<file path="src/rtl/div_share_arb.sv">
// div_share_arb
//   Shares one 32/16 unsigned start/done divider between NREQ requesters.
//   A round-robin arbiter accepts one request at a time. Requests whose
//   quotient cannot fit in 16 bits (including divide-by-zero) are answered
//   immediately with an error, without using the divider. All other requests
//   are launched with a one-cycle start pulse. The result goes back to the
//   owner over a valid/ready handshake, or an error is returned if the
//   divider does not answer within TMO cycles.
//
// Ports
//   clk, reset            clock; asynchronous active-high reset
//   req_valid/req_ready   per-requester request handshake (ready is one-hot)
//   req_dd, req_dv        packed dividends (32 bits each) / divisors (16 bits each)
//   rsp_valid/rsp_ready   per-requester response handshake (valid is one-hot)
//   rsp_qt, rsp_rm        shared quotient / remainder bus
//   rsp_err               overflow, divide-by-zero or timeout
//   div_start             one-cycle launch pulse to the divider
//   div_dd, div_dv        registered operands to the divider
//   div_done              divider result strobe, with div_qt / div_rm
module div_share_arb #(
  parameter int NREQ = 4,
  parameter int TMO  = 32
) (
  input  logic                 clk,
  input  logic                 reset,
  input  logic [NREQ-1:0]      req_valid,
  input  logic [32*NREQ-1:0]   req_dd,
  input  logic [16*NREQ-1:0]   req_dv,
  output logic [NREQ-1:0]      req_ready,
  output logic [NREQ-1:0]      rsp_valid,
  input  logic [NREQ-1:0]      rsp_ready,
  output logic [15:0]          rsp_qt,
  output logic [15:0]          rsp_rm,
  output logic                 rsp_err,
  output logic                 div_start,
  output logic [31:0]          div_dd,
  output logic [15:0]          div_dv,
  input  logic                 div_done,
  input  logic [15:0]          div_qt,
  input  logic [15:0]          div_rm
);

  localparam int PW = (NREQ > 1) ? $clog2(NREQ) : 1;
  localparam int CW = $clog2(TMO + 1);
  localparam logic [CW-1:0] CNT_LAST = CW'(TMO - 1);
  localparam logic [PW-1:0] LAST_REQ = PW'(NREQ - 1);

  typedef enum logic [1:0] {IDLE, ISSUE, WAIT, RESP} state_t;

  state_t        state_reg, state_next;
  logic [PW-1:0] ptr_reg, ptr_next;
  logic [PW-1:0] gnt_reg, gnt_next;
  logic [CW-1:0] cnt_reg, cnt_next;
  logic [31:0]   div_dd_reg, div_dd_next;
  logic [15:0]   div_dv_reg, div_dv_next;
  logic [15:0]   qt_reg, qt_next;
  logic [15:0]   rm_reg, rm_next;
  logic          err_reg, err_next;

  // Unpacked views of the packed operand buses.
  logic [31:0] dd_arr [NREQ];
  logic [15:0] dv_arr [NREQ];

  logic          win_found;
  logic [PW-1:0] win_idx;
  logic [31:0]   win_dd;
  logic [15:0]   win_dv;
  logic          screen_err;
  logic          accept_en;

  genvar gi;
  generate
    for (gi = 0; gi < NREQ; gi++) begin : g_slice
      assign dd_arr[gi] = req_dd[32*gi +: 32];
      assign dv_arr[gi] = req_dv[16*gi +: 16];
    end
  endgenerate

  // Rotating priority: scan upward from ptr, wrapping at NREQ.
  always_comb begin
    logic [PW:0]   sum;
    logic [PW-1:0] idx;
    win_found = 1'b0;
    win_idx   = '0;
    sum       = '0;
    idx       = '0;
    for (int k = 0; k < NREQ; k++) begin
      sum = {1'b0, ptr_reg} + (PW+1)'(k);
      if (sum >= (PW+1)'(NREQ)) begin
        sum = sum - (PW+1)'(NREQ);
      end
      idx = sum[PW-1:0];
      if (!win_found && req_valid[idx]) begin
        win_found = 1'b1;
        win_idx   = idx;
      end
    end
  end

  assign win_dd = dd_arr[win_idx];
  assign win_dv = dv_arr[win_idx];

  // The quotient fits in 16 bits exactly when dd < dv * 2^16, i.e. when the
  // upper dividend half is below the divisor. dv == 0 always fails this.
  assign screen_err = (win_dv == 16'h0000) || (win_dd[31:16] >= win_dv);

  // Held low while reset is asserted so that no accept is advertised then.
  assign accept_en = (state_reg == IDLE) && win_found && !reset;

  generate
    for (gi = 0; gi < NREQ; gi++) begin : g_onehot
      assign req_ready[gi] = accept_en && (win_idx == PW'(gi));
      assign rsp_valid[gi] = (state_reg == RESP) && (gnt_reg == PW'(gi));
    end
  endgenerate

  always_comb begin
    state_next  = state_reg;
    ptr_next    = ptr_reg;
    gnt_next    = gnt_reg;
    cnt_next    = cnt_reg;
    div_dd_next = div_dd_reg;
    div_dv_next = div_dv_reg;
    qt_next     = qt_reg;
    rm_next     = rm_reg;
    err_next    = err_reg;
    case (state_reg)
      IDLE: begin
        if (win_found) begin
          gnt_next = win_idx;
          if (screen_err) begin
            qt_next    = 16'hFFFF;
            rm_next    = 16'hFFFF;
            err_next   = 1'b1;
            state_next = RESP;
          end else begin
            // Loaded on the accept edge so the operands are already on the
            // divider bus during the start pulse; screened requests never
            // disturb the divider operands.
            div_dd_next = win_dd;
            div_dv_next = win_dv;
            state_next  = ISSUE;
          end
        end
      end
      ISSUE: begin
        cnt_next   = '0;
        state_next = WAIT;
      end
      WAIT: begin
        // A done in the last counted cycle still wins over the timeout.
        if (div_done) begin
          qt_next    = div_qt;
          rm_next    = div_rm;
          err_next   = 1'b0;
          state_next = RESP;
        end else if (cnt_reg == CNT_LAST) begin
          qt_next    = 16'hFFFF;
          rm_next    = 16'hFFFF;
          err_next   = 1'b1;
          state_next = RESP;
        end else begin
          cnt_next = cnt_reg + CW'(1);
        end
      end
      RESP: begin
        if (rsp_ready[gnt_reg]) begin
          ptr_next   = (gnt_reg == LAST_REQ) ? '0 : gnt_reg + PW'(1);
          state_next = IDLE;
        end
      end
      default: begin
        state_next = IDLE;
      end
    endcase
  end

  always_ff @(posedge clk or posedge reset) begin
    if (reset) begin
      state_reg  <= IDLE;
      ptr_reg    <= '0;
      gnt_reg    <= '0;
      cnt_reg    <= '0;
      div_dd_reg <= '0;
      div_dv_reg <= '0;
      qt_reg     <= '0;
      rm_reg     <= '0;
      err_reg    <= 1'b0;
    end else begin
      state_reg  <= state_next;
      ptr_reg    <= ptr_next;
      gnt_reg    <= gnt_next;
      cnt_reg    <= cnt_next;
      div_dd_reg <= div_dd_next;
      div_dv_reg <= div_dv_next;
      qt_reg     <= qt_next;
      rm_reg     <= rm_next;
      err_reg    <= err_next;
    end
  end

  assign div_start = (state_reg == ISSUE);
  assign div_dd    = div_dd_reg;
  assign div_dv    = div_dv_reg;
  assign rsp_qt    = qt_reg;
  assign rsp_rm    = rm_reg;
  assign rsp_err   = err_reg;

endmodule

</file>
<file path="config.mk">
export PLATFORM = sky130hd
export DESIGN_NAME = div_share_arb
export DESIGN_NICKNAME = d
export VERILOG_FILES = /design/src/rtl/div_share_arb.sv
export SDC_FILE = /design/constraint.sdc
export NUM_CORES = 1
export LEC_CHECK = 0
export BUFFER_PORTS_ARGS = -buffer_cell sky130_fd_sc_hd__buf_2
export CELL_PAD_IN_SITES_DETAIL_PLACEMENT = 1
export CELL_PAD_IN_SITES_GLOBAL_PLACEMENT = 1
export CORE_ASPECT_RATIO = 0.8
export CORE_MARGIN = 2
export CORE_UTILIZATION = 33
export CTS_CLUSTER_SIZE = 25
export DETAILED_ROUTE_END_ITERATION = 10
export PLACE_DENSITY = 0.91
export RECOVER_POWER = 50
export SYNTH_ARGS = -nofsm -noshare
export SYNTH_HDL_FRONTEND = slang
export SYNTH_SLANG_ARGS = --single-unit
</file>
<file path="constraint.sdc">
create_clock -name clk -period 6.2 [get_ports clk]
set_clock_uncertainty 0.05 [all_clocks]
set_input_delay 0.62 -clock clk [delete_from_list [all_inputs] [get_ports clk]]
set_output_delay 0.62 -clock clk [all_outputs]
set_load 0.01 [all_outputs]
</file>
# ---- After elaboration in Yosys (flattened, before gate mapping)
# Cells that the tools add are included.
dict set report word_totals {
  ff_bits 93
  in_bits 235
  output_inout_bits 90
  word_cells 127
}
dict set report op_classes {
  addsub 9
  order_cmp 11
  eq_ne 16
  muxes 50
  bitwise_logic 2
  reduce_logical 30
}
# cell n
set op_table {}
lappend op_table {{16-bit two-way mux} 7}
lappend op_table {{32-bit binary-select mux with 2-bit select} 1}
lappend op_table {{32-bit two-way mux} 2}
lappend op_table {{16-bit case mux with 2 select lines} 2}
lappend op_table {{16-bit binary-select mux with 2-bit select} 1}
lappend op_table {{2-bit two-way mux} 14}
lappend op_table {{16-bit >= comparator} 1}
lappend op_table {{16-bit zero test} 1}
lappend op_table {{2-bit by 3-bit < comparator with 1-bit output (second input constant)} 5}
lappend op_table {{1-bit logical AND} 13}
lappend op_table {{1-bit two-way mux} 13}
lappend op_table {{2-bit == test (second input constant)} 6}
lappend op_table {{3-bit >= comparator (second input constant)} 4}
lappend op_table {{6-bit two-way mux} 2}
lappend op_table {{6-bit case mux with 2 select lines} 1}
lappend op_table {{1-bit binary-select mux with 2-bit select} 5}
lappend op_table {{3-bit AND reduction} 3}
lappend op_table {{2-bit inequality test (second input constant)} 4}
lappend op_table {{2-bit case mux with 4 select lines} 1}
lappend op_table {{2-bit by 1-bit subtractor with 2-bit output (second input constant)} 4}
lappend op_table {{2-bit by 2-bit adder with 3-bit output (second input constant)} 2}
lappend op_table {{6-bit by 1-bit adder with 6-bit output (second input constant)} 1}
lappend op_table {{2-bit by 1-bit == test with 1-bit output (second input constant)} 3}
lappend op_table {{6-bit by 5-bit == test with 1-bit output (second input constant)} 1}
lappend op_table {{14 further kinds} 21}

# ---- Longest topological paths before layout
# Gate-level depths: netlist of run 1.
dict set report depth {
  ltp_word 23
  ltp_mapped 23
  ltp_nobuf 15
}

# ---- Worst setup path after synthesis of run 1
# OpenSTA, ideal clock, no wires.
dict set report synth_path {
  path_kind {input to register}
  start {input port req_valid[2]}
  end {register div_dd_reg[25], in the netlist div_dd[25]}
  setup_time_ns 0.128
  arrival_ns 4.624
  t_required_ns 6.022
  setup_slack_ns 1.398
  cell_stages 23
  n_path_buf 8
  cell_sequence {nor2b_1 -> buf_2 -> or4b_1 -> clkbuf_1 -> buf_2 -> clkbuf_1 -> nand2_1 -> clkbuf_1 -> clkbuf_1 -> nand2_1 -> nand3_1 -> nand2_1 -> ha_1 -> nand2b_1 -> a21o_1 -> a211oi_1 -> o21ai_0 -> a31o_2 -> nor2_1 -> nand2_2 -> buf_6 -> buf_6 -> mux2_1}
}
dict set report synth_between {
  elab_chain_len 20
  elab_cells_between_ends 34
  cone_classes {order compare (1); mux (22); bitwise (2); reduce/logical (9)}
}
# item line_no
set synth_rtl {}
lappend synth_rtl {{start, declared} 26} ;# input logic [NREQ-1:0] req_valid,
lappend synth_rtl {{1-bit binary-select mux with 2-bit select} 93} ;# if (!win_found && req_valid[idx]) begin
lappend synth_rtl {{1-bit two-way mux (not written as such)} 93}
lappend synth_rtl {{1-bit two-way mux} 93}
lappend synth_rtl {{1-bit zero test} 93}
lappend synth_rtl {{1-bit logical AND} 93}
lappend synth_rtl {{1-bit two-way mux} 93}
lappend synth_rtl {{1-bit zero test} 93}
lappend synth_rtl {{1-bit logical AND} 93}
lappend synth_rtl {{(+3 left out)} -}
lappend synth_rtl {{2-bit two-way mux} 93}
lappend synth_rtl {{2-bit inverter with 3-bit output (not written as such)} {100, 101}}
lappend synth_rtl {{32-bit binary-select mux with 2-bit select or 16-bit binary-select mux with 2-bit select (tied branches)} {100, 101}}
lappend synth_rtl {{32-bit two-way mux (not written as such) or 16-bit two-way mux (tied branches) (2 in a row)} {100, 101}}
lappend synth_rtl {{16-bit >= comparator or 16-bit zero test (tied branches)} 105} ;# assign screen_err = (win_dv == 16'h0000) || (win_dd[31:16] >= win_dv);
lappend synth_rtl {{1-bit logical OR} 105}
lappend synth_rtl {{1-bit inverter (no line)} -}
lappend synth_rtl {{3-bit AND reduction (no line)} -}
lappend synth_rtl {{end signal, assigned} 194} ;# div_dd_reg <= div_dd_next;
lappend synth_rtl {{end, declared} 54} ;# logic [31:0] div_dd_reg, div_dd_next;
# Parallel ways exist; a longest one is shown, timed or not. The select of a mux whose other input is x is not followed.
# A chain may end at the register's enable or synchronous reset.

# ---- Worst setup path after layout of run 1
dict set report layout_path {
  start {input port req_valid[0]}
  end {register qt_reg[6], in the netlist rsp_qt[6]}
}
dict set report layout_between {
  elab_chain_len 20
  elab_cells_between_ends 35
  cone_classes {order compare (1); eq/ne (2); mux (22); bitwise (1); reduce/logical (9)}
}
# item line_no
set layout_rtl {}
lappend layout_rtl {{1-bit binary-select mux with 2-bit select} 93}
lappend layout_rtl {{1-bit two-way mux (not written as such)} 93}
lappend layout_rtl {{1-bit two-way mux} 93}
lappend layout_rtl {{1-bit zero test} 93}
lappend layout_rtl {{1-bit logical AND} 93}
lappend layout_rtl {{1-bit two-way mux} 93}
lappend layout_rtl {{1-bit zero test} 93}
lappend layout_rtl {{1-bit logical AND} 93}
lappend layout_rtl {{(+4 left out)} -}
lappend layout_rtl {{2-bit inverter with 3-bit output (not written as such) (*)} 100} ;# assign win_dd = dd_arr[win_idx];
lappend layout_rtl {{32-bit binary-select mux with 2-bit select (*)} 100}
lappend layout_rtl {{32-bit two-way mux (not written as such) (*) (2 in a row)} 100}
lappend layout_rtl {{named net win_dd[22]} 66} ;# logic [31:0] win_dd;
lappend layout_rtl {{16-bit >= comparator (*)} 105}
lappend layout_rtl {{1-bit logical OR (*)} 105}
lappend layout_rtl {{2-bit inequality test (no line) (*)} -}
lappend layout_rtl {{4-bit AND reduction (no line) (*)} -}
lappend layout_rtl {{end signal, assigned} 196} ;# qt_reg <= qt_next;
lappend layout_rtl {{end, declared} 56} ;# logic [15:0] qt_reg, qt_next;
# Mark *: on every way through the listed nets, which the timed path passes. The rest lies on a longest branch. The select of a mux whose other input is x is not followed.

==> flow_summary.toml, run 1 <==
[timing]
period_needed_ns = 5.09
max_freq_mhz = 196
rsz0062_at_grt = "false"
hold_ws_ns = 0.438
report.final.hold_viol_count = 0
drv_slew = 0
tightest_slew_ns = 1.23
tns_ns = 0
slew-limit-headroom_pct = 17.7
min_period_over_period_pct = 82.2
setup_viol = 0

[power]
finalPower_w = 0.00407
vdd_drop_max_v = 0.000190
cellLeakagePower_nw = 4.40
powerDensity_nw_per_um2 = 471

[setup_path]
rrSetupSlack_ns = 1.16
timing.rr.end = "rsp_qt[6]$_DFFE_PP0P_"
worst-endpoint-arrival_ns = 5.29
r2r_cells = 17
worstPathCellList = "buf_2 -> nor2b_1 -> or4b_1 -> and2_2 -> nand2_1 -> and3_1 -> a31oi_1 -> ha_1 -> o21ai_0 -> a211oi_1 -> a31o_2 -> inv_1 -> a31oi_4 -> buf_4 -> mux2i_1"
timing.critical_path.buf_inv = 3
crit_path_max_fanout = 49
max_stage_delay_ns = 0.79
path_delay_family = "simple AND/OR/NAND/NOR gates"
crit_slowest_cell = "and2_2"
worstSetupPathType = "input pin to flip-flop"
worstPathRequired_ns = 6.40
end_kind = "flip-flop"
timing.rr.start = "ptr_reg[0]$_DFFE_PP0P_"
start_kind = "input pin"

[cells_and_area]
syn2layout_area_growth_pct = 32.3
postLayoutCoreUtil_pct = 44.1
drive_gt1_share_pct = 27.6
largest_reg_flops = 32
fin_nets = 1332
stdcell_count = 1342

[synth]
seq_area_frac_synth_pct = 35.6
synthMuxAreaShare_pct = 13.7
synth-seq-cells = 93
yosys_warnings = 0
synth-simple-area-share_pct = 24.5
synth_fa_ha_area_share_pct = 4.97
netlist-cell-type-count = 51
synth-main-ff-cell = "dfrtp_1"
synth.avg_cell_area_um2 = 8.47
synth_top_family_by_area = "simple AND/OR/NAND/NOR gates"
synth_compound_area_share_pct = 13.2
syn_area_um2 = 6540
synth_xor_area_share_pct = 0.268
syn_nets = 1033
async_reset_ff_share_pct = 100
syn_inst = 772
synth-edff-count = 0

[hold_path]
hp-start = "div_dd[20]$_DFFE_PP0P_"
hold_depth = 1
min_to = "div_dd[20]$_DFFE_PP0P_"
hold_class = "flip-flop to flip-flop"

[clock_tree]
cts.sinks = 93
ctsHoldBuffers = 0
cts_tree = "yes"
cts_root_buf = "clkbuf_16"
htree_num_levels = 3
cts_made_buffers = 9
clockBufferDepth = 2
cts_resized = 0
cts_setup_buffers = 0
clk_pin_slew_ns = 0.07
clock_latency_ns = 0.34

[floorplanning]
chipHeight_um = 130
io_pins = 325
start_util_pct = 33.3
rows = 46
die_x_um = 161
die_area_um2 = 21000
coreArea_um2 = 19600

[global_route]
grt_pass1_vias = 7102
antenna_found_initial = 1
grt_max_degree = 70
grt_remaining_overflow = 0
grt_use_total_pct = 24.0
grt_pass1_wl_um = 39300

[routing]
viasPerCell = 5.22
drt_iter0_drc = 386
drt_pass1_iterations = 5
routed_wl_um = 25900
wl_per_cell_um = 19.3
antenna_left = 0
drc = 0
vias = 7006

[place]
gp_routability_congestion = 0.887
dp_hpwl_um = 20500
io_buffers = 324
dp_cells = 1324

[flow_run]
maxCapViolCount = 0

[status]
status = "finished clean"
-- cells by family (layout without fill, tap and decap cells) --
kind of cell               count (synthesis)  in the layout
and+or+nand+nor                          335            335
buffers and inverters                    118            422
AOI/OAI and AO/OA                        115            115
DFF                                       93             93
muxes                                     83             83
adders and majority gates                 26             26
xor gates and xnor gates                   2              2
other                                      0              2
-- power breakdown --
group	internal [W]	total [W]	switching (W)
Combinational	0.000964	0.00245	0.00149
Clock	0.000398	0.000645	0.000246
Sequential	0.000834	0.000977	0.000144
-- worst max-delay path by stage --
| stage | to | slack (ns) | from | cells after the start |
|---|---|---|---|---|
| floorplan | div_dd[25]$_DFFE_PP0P_ | 1.40 | req_valid[2] | 23 |
| global placement | div_dd[22]$_DFFE_PP0P_ | 0.93 | req_valid[2] | 18 |
| detailed placement | rsp_rm[6]$_DFFE_PP0P_ | 0.72 | req_valid[2] | 18 |
| CTS | rsp_qt[14]$_DFFE_PP0P_ | 1.06 | req_valid[2] | 18 |
| global route | div_dd[27]$_DFFE_PP0P_ | 0.76 | req_valid[0] | 17 |
| finish | rsp_qt[6]$_DFFE_PP0P_ | 1.11 | req_valid[0] | 15 |
-- through the flow --
stage | area, um^2 | worst slack, ns
6_report | 8660 | 1.11
2_1_floorplan | 6540 | 1.40
3_5_place_dp | 8410 | 0.716
4_1_cts | 8750 | 1.06
5_1_grt | 8650 | 0.763
3_3_place_gp | 8410 | 0.934
-- layout by cell type (no fill, tap or decap), types with 5 or more instances in the layout --
| cell | instances |
|---|---|
| inv_1 | 55 |
| o21ai_0 | 15 |
| nor4_1 | 21 |
| nand2_1 | 157 |
| mux2i_1 | 41 |
| nand3_1 | 22 |
| a32oi_1 | 8 |
| dfrtp_1 | 93 |
| ha_1 | 26 |
| nand4_1 | 5 |
| a21bo_1 | 6 |
| nor2b_1 | 6 |
| mux2_1 | 40 |
| clkbuf_16 | 9 |
| buf_4 | 26 |
| a221oi_1 | 8 |
| o32ai_1 | 8 |
| a31oi_1 | 32 |
| a221o_1 | 8 |
| a21boi_0 | 7 |
| buf_2 | 242 |
| and3_1 | 47 |
| clkbuf_1 | 83 |
| nor2_1 | 39 |
| and2_1 | 6 |
| nor3b_1 | 18 |
| a21o_1 | 5 |
-- per-layer routing --
layer / wire length [um] / global-route usage (%)
met1: 10800 / 29.3
met2: 12900 / 43.0
met3: 2060 / 6.74
met4: 214 / 4.46
met5: 0 / 0
-- cell usage after synthesis, drive strengths merged (2+ instances only) --
cell    instances  area share (%)
nand2b          3            0.29
o21ai          16             1.2
buf            22             2.3
nor4           21             2.0
a21bo           8             1.2
a21oi           3            0.23
nand4           5            0.48
a31oi          33             3.4
and2            7            0.67
a221o           8             1.2
clkbuf         40             2.3
a21boi          8            0.92
nor3b          18             2.1
and3           47             4.5
nand3          22             1.7
a21o            5            0.57
mux2           41             7.1
o31ai           2            0.23
dfrtp          93              36
mux2i          41             6.3
a221oi          8             1.1
a32oi           8             1.1
inv            56             3.2
a31o            2            0.27
nand2         160             9.2
o32ai           8             1.1
a211oi          2            0.23
nor2b           6            0.57
ha             26             5.0
nor2           40             2.3
or4             4            0.52
-- final cells by class --
class,count,area (um^2)
Antenna cell,2,5.00
Clock buffer,10,229
Tap cell,264,330
Timing Repair Buffer,350,1710
Multi-Input combinational cell,561,3720
Sequential cell,93,2330
Clock inverter,6,116
Fill cell,2467,11000
Inverter,56,211
Note: power is estimated with default switching activity, not from simulation.
==> inputs of run 2 (changes only) <==
- ABC_AREA: unset -> 1
- CORE_UTILIZATION: 33 -> 32
- clock period: 6.2 -> 5.19 ns (I/O delays scaled with it)
==> run 2 against run 1 <==
Net effect:
- the run now ends with max-capacitance violations, max-slew violations left
- synthesized cell count up 15%
- register-to-register slack worse by 0.61 ns
- non-clock buffer count down 10
- sequential share of layout area up 0.46 points
- via count up 5.5%
- critical endpoint is now rsp_qt[5]$_DFFE_PP0P_
==> flow_summary.toml, run 2 <==
[routing]
drc = 0
viasPerCell = 5.08
drt_pass1_iterations = 5
wl_per_cell_um = 17.7
vias = 7394
drt_iter0_drc = 534
antenna_left = 0
routed_wl_um = 25700

[clock_tree]
cts.sinks = 93
clock_latency_ns = 0.34
cts_resized = 0
cts_setup_buffers = 0
ctsHoldBuffers = 0
htree_num_levels = 3
clockBufferDepth = 2
cts_root_buf = "clkbuf_16"
clk_pin_slew_ns = 0.07
cts_tree = "yes"
cts_made_buffers = 9

[setup_path]
crit_slowest_cell = "dfrtp_1"
path_delay_family = "simple AND/OR/NAND/NOR gates"
worst-endpoint-arrival_ns = 4.87
end_kind = "flip-flop"
start_kind = "flip-flop"
timing.critical_path.buf_inv = 4
worstPathRequired_ns = 5.42
cp_common_cell = "nand2_1"
worstSetupPathType = "flip-flop to flip-flop"
crit_path_max_fanout = 35
max_stage_delay_ns = 0.60
rrSetupSlack_ns = 0.55

[global_route]
grt_pass1_wl_um = 40400
grt_remaining_overflow = 0
grt_max_degree = 57
grt_use_total_pct = 23.5
antenna_found_initial = 3
grt_pass1_vias = 7547

[synth]
syn_inst = 890
synth.most_common_cell = "nand2_1"
synth-seq-cells = 93
synth-edff-count = 0
synthTopCellsByArea = "dfrtp_1, nand2_1, nand3_1, ha_1, inv_1"
syn_nets = 1151
seq_area_frac_synth_pct = 35.7
yosys_warnings = 0
post-synth-top-area-cell = "dfrtp_1"
async_reset_ff_share_pct = 100
syn_area_um2 = 6510
synth_commonest_cells = "nand2_1, dfrtp_1, nand3_1, inv_1, nand3b_1"
netlist-cell-type-count = 36
yosysTopAreaCellShare_pct = 35.7
synth.avg_cell_area_um2 = 7.31
synth-main-ff-cell = "dfrtp_1"

[timing]
min_period_over_period_pct = 89.5
setup_viol = 0
drv_slew = 40
max_freq_mhz = 215
period_needed_ns = 4.64
tightest_slew_ns = 1.81
rsz0062_at_grt = "false"
tns_ns = 0
slew-limit-headroom_pct = -21.3
report.final.hold_viol_count = 0

[cells_and_area]
syn2layout_area_growth_pct = 30.7
largest_reg_flops = 32
layout_common_cells = "nand2_1, buf_2, nand3_1, dfrtp_1, inv_1"
layout_commonest_cell = "nand2_1"
drive_gt1_share_pct = 28.2
fillers = 2641
fin_nets = 1446

[floorplanning]
rows = 46
start_util_pct = 32.7
die_area_um2 = 21500
die_x_um = 163
io_pins = 325
coreArea_um2 = 19900
chipHeight_um = 132

[status]
status = "finished, violations left"
violations = "max-capacitance violations, max-slew violations"

[hold_path]
hold_class = "flip-flop to flip-flop"

[place]
io_buffers = 324
gp_routability_congestion = 0.886
dp_hpwl_um = 20100

[flow_run]
maxCapViolCount = 1
==> run 2: cell types whose count changed after synthesis, moves of 21 or more <==
| cell | delta |
|---|---|
| a31oi_1 | -31 |
| and3_1 | -46 |
| clkbuf_1 | -24 |
| inv_1 | +27 |
| mux2_1 | -40 |
| mux2i_1 | -41 |
| nand2_1 | +127 |
| nand2_2 | +22 |
| nand3_1 | +71 |
| nand3b_1 | +33 |
| nor4_1 | -21 |
| o21ai_1 | +23 |
==> run 2: final cells by class <==
cell class	count	area, um^2	area share [%]
diodes	3	7.51	0.0882
flip-flops and latches	93	2330	27.3
well taps	264	330	3.88
clock inverters	5	60.1	0.706
repair buffers	340	1660	19.5
multi-input cells	653	3550	41.7
clock buffers	10	239	2.81
inverters	88	337	3.95
==> run 2: logic make-up after synthesis <==
logic type | after synthesis | share of synthesized area [%]
buffers and inverters | 144 | 10.0
adder cells (fa/ha/maj) | 26 | 5.00
AND/OR/NAND/NOR | 501 | 35.9
flip-flops | 93 | 35.7
AO/OA/AOI/OAI | 126 | 13.3
==> run 2: final timing paths <==
check                                       start                endpoint  cells after the start
max in group asynchronous                   reset  rsp_rm[13]$_DFFE_PP0P_                      3
max reg2reg                ptr_reg[0]$_DFFE_PP0P_   rsp_qt[5]$_DFFE_PP0P_                     26
min reg2reg                rsp_rm[13]$_DFFE_PP0P_  rsp_rm[13]$_DFFE_PP0P_                      2
min in group asynchronous                   reset  div_dd[11]$_DFFE_PP0P_                      2
min                        rsp_rm[13]$_DFFE_PP0P_  rsp_rm[13]$_DFFE_PP0P_                      2
max                        ptr_reg[0]$_DFFE_PP0P_   rsp_qt[5]$_DFFE_PP0P_                     26
==> run 2: metrics by stage <==
stage / cells / area [um^2] / utilization [%] / worst slack [ns] / hold WS [ns]
after global placement: 1438 / 8300 / 41.7 / 0.338 / 0.401
after CTS: 1453 / 8600 / 43.2 / 0.0365 / 0.168
after detailed placement: 1438 / 8300 / 41.7 / 0.0859 / 0.410
after floorplan: 890 / 6510 / - / 1.23 / 0.429
after global routing: 1456 / 8510 / 42.7 / 0.0521 / 0.458
final: 1456 / 8510 / 42.7 / 0.546 / 0.423
==> run 2: routing by layer <==
metal	up-vias	GRT usage, %	routed length [um]
li1	3546	-	-
met1	3506	29.9	11000
met2	284	40.2	12400
met3	58	4.10	1590
met4	0	7.85	806
met5	-	0	0
==> run 2: worst min-delay path, delay by kind of cell (launching register included) <==
family | cells | cell delay [ns]
DFF | 1 | 0.34
and+or+nand+nor | 2 | 0.10
Power of run 2 is left out: the tool's default activity adds up to more than one toggle a clock period on the data nets, which glitch-free logic cannot reach.
==> inputs of run 3 (changes only) <==
- ABC_AREA: 1 -> unset
- CELL_PAD_IN_SITES_DETAIL_PLACEMENT: 1 -> unset
- CELL_PAD_IN_SITES_GLOBAL_PLACEMENT: 1 -> unset
- CORE_AREA: unset -> 2 2 125 127
- CORE_ASPECT_RATIO: 0.8 -> unset
- CORE_MARGIN: 2 -> unset
- CORE_UTILIZATION: 32 -> unset
- DIE_AREA: unset -> 0 0 127 129
- PLACE_DENSITY: 0.91 -> 0.86
==> run 3 against run 2 <==
Net effect:
- the flow still finishes with violations (max-capacitance violations, max-slew violations)
- setup slack better by 0.059 ns
- non-clock buffer count is 20 higher
- cell count is 13% lower
- wire length is 11% lower
- register-to-register slack better by 0.06 ns
- flip-flop and latch count stayed put
- hold slack worse by 0.039 ns
- sequential share of layout area is 0.27 points lower
==> flow_summary.toml, run 3 (synthesis gave the netlist of run 1 again) <==
[setup_path]
worstPathRequired_ns = 5.37
rrSetupSlack_ns = 0.61
end_kind = "flip-flop"
crit_path_max_fanout = 36
worstSetupPathType = "flip-flop to flip-flop"
start_kind = "flip-flop"
worst-endpoint-arrival_ns = 4.76

[power]
cellLeakagePower_nw = 4.43
finalPower_w = 0.00473
powerDensity_nw_per_um2 = 550
vdd_drop_max_v = 0.000397

[place]
dp_hpwl_um = 18100
io_buffers = 324
gp_routability_congestion = 0.919

[floorplanning]
chipHeight_um = 129
die_x_um = 127
die_area_um2 = 16400
coreArea_um2 = 15000
start_util_pct = 43.7
io_pins = 325
rows = 45

[routing]
viasPerCell = 5.52
antenna_left = 0
routed_wl_um = 22900
wl_per_cell_um = 18.0
drt_pass1_iterations = 5
vias = 7028
drt_iter0_drc = 301
drc = 0

[global_route]
grt_max_degree = 68
grt_pass1_vias = 6752
antenna_found_initial = 1
grt_remaining_overflow = 0
grt_pass1_wl_um = 34900
grt_use_total_pct = 27.3

[cells_and_area]
diodes = 0
fin_nets = 1342
drive_gt1_share_pct = 28.2
largest_reg_flops = 32
syn2layout_area_growth_pct = 31.4
layout_commonest_cell = "buf_2"
layout_common_cells = "buf_2, nand2_1, dfrtp_1"

[timing]
min_period_over_period_pct = 88.3
tns_ns = 0
max_freq_mhz = 218
hold_ws_ns = 0.384
period_needed_ns = 4.58
setup_viol = 0
tightest_slew_ns = 1.69
report.final.hold_viol_count = 0
drv_slew = 68
slew-limit-headroom_pct = -12.5
rsz0062_at_grt = "false"

[clock_tree]
cts_setup_buffers = 0
clockBufferDepth = 2
cts_tree = "yes"
cts_root_buf = "clkbuf_16"
cts_resized = 0
clock_latency_ns = 0.35
cts.sinks = 93
ctsHoldBuffers = 0
clk_pin_slew_ns = 0.07
htree_num_levels = 3
cts_made_buffers = 9

[flow_run]
maxCapViolCount = 1

[hold_path]
hold_class = "input pin to flip-flop"

[status]
status = "finished, violations left"
violations = "max-capacitance violations, max-slew violations"
==> run 3: cell types whose count changed in the layout (fill, tap and decap cells not counted), moves of 21 or more <==
cell,previous run,this run
nand2_1,284,158
nand3_1,93,22
and3_1,1,47
mux2i_1,0,41
mux2_1,0,40
nand3b_1,33,0
a31oi_1,1,32
inv_1,82,55
o21ai_1,24,1
nand2_2,24,2
nor4_1,0,21
==> run 3: layer usage <==
metal  track usage [%]  part of all wire, %  vias up  routed length [um]
met2              48.9                   50      335               11500
li1                  -                    -     3320                   -
met1              32.1                   40     3335                9090
met5                 0                    0        -                   0
met3              7.86                  8.2       38                1880
met4              7.43                  2.2        0                 498
==> run 3: metrics by stage <==
| stage | cell area [um^2] | setup WS, ns | utilization (%) | instances |
|---|---|---|---|---|
| final | 8600 | 0.605 | 57.4 | 1274 |
| after global routing | 8600 | 0.423 | 57.4 | 1274 |
| after CTS | 8710 | 0.687 | 58.1 | 1274 |
| after detailed placement | 8400 | 0.407 | 56.1 | 1258 |
| after global placement | 8400 | 0.517 | 56.1 | 1258 |
| after floorplan | 6540 | 0.489 | - | 772 |
==> run 3: power breakdown <==
group | total (W) | leakage [nW] | switching (W) | internal, W
Clock | 0.000695 | 0.150 | 0.000313 | 0.000382
Sequential | 0.00117 | 1.02 | 0.000171 | 0.000996
Combinational | 0.00287 | 3.27 | 0.00167 | 0.00120
Total | 0.00473 | 4.43 | 0.00216 | 0.00257
==> run 3: worst paths after layout <==
kind,startpoint,endpoint,cells past startpoint
hold reg to reg,div_dd[21]$_DFFE_PP0P_,div_dd[21]$_DFFE_PP0P_,1
max in group asynchronous,reset,div_dv[3]$_DFFE_PP0P_,3
hold / removal,div_qt[1],rsp_qt[1]$_DFFE_PP0P_,3
setup reg to reg,ptr_reg[0]$_DFFE_PP0P_,div_dd[14]$_DFFE_PP0P_,16
setup / recovery,ptr_reg[0]$_DFFE_PP0P_,div_dd[14]$_DFFE_PP0P_,16
min in group asynchronous,reset,div_dd[1]$_DFFE_PP0P_,2
==> run 3: worst max-delay path: stages, from the launching register on <==
cell and delay, ns:
dfrtp_1 0.43, nor2b_1 0.21, or4_1 0.24, and2_2 0.63, buf_4 0.31, nand2_1 0.07, and3_1 0.16, a31oi_1 0.27
ha_1 0.30, a21o_1 0.16, a211oi_1 0.22, o21ai_0 0.14, a31o_2 0.27, nor2_1 0.11, nand2_2 0.27, buf_12 0.27
mux2_1 0.33
==> run 3: layout make-up <==
type	instances	area, um^2
Fill cell	1409	6380
Tap cell	188	235
Clock inverter	7	82.6
Clock buffer	9	225
Sequential cell	93	2330
Multi-Input combinational cell	561	3720
Timing Repair Buffer	360	1800
Inverter	56	211
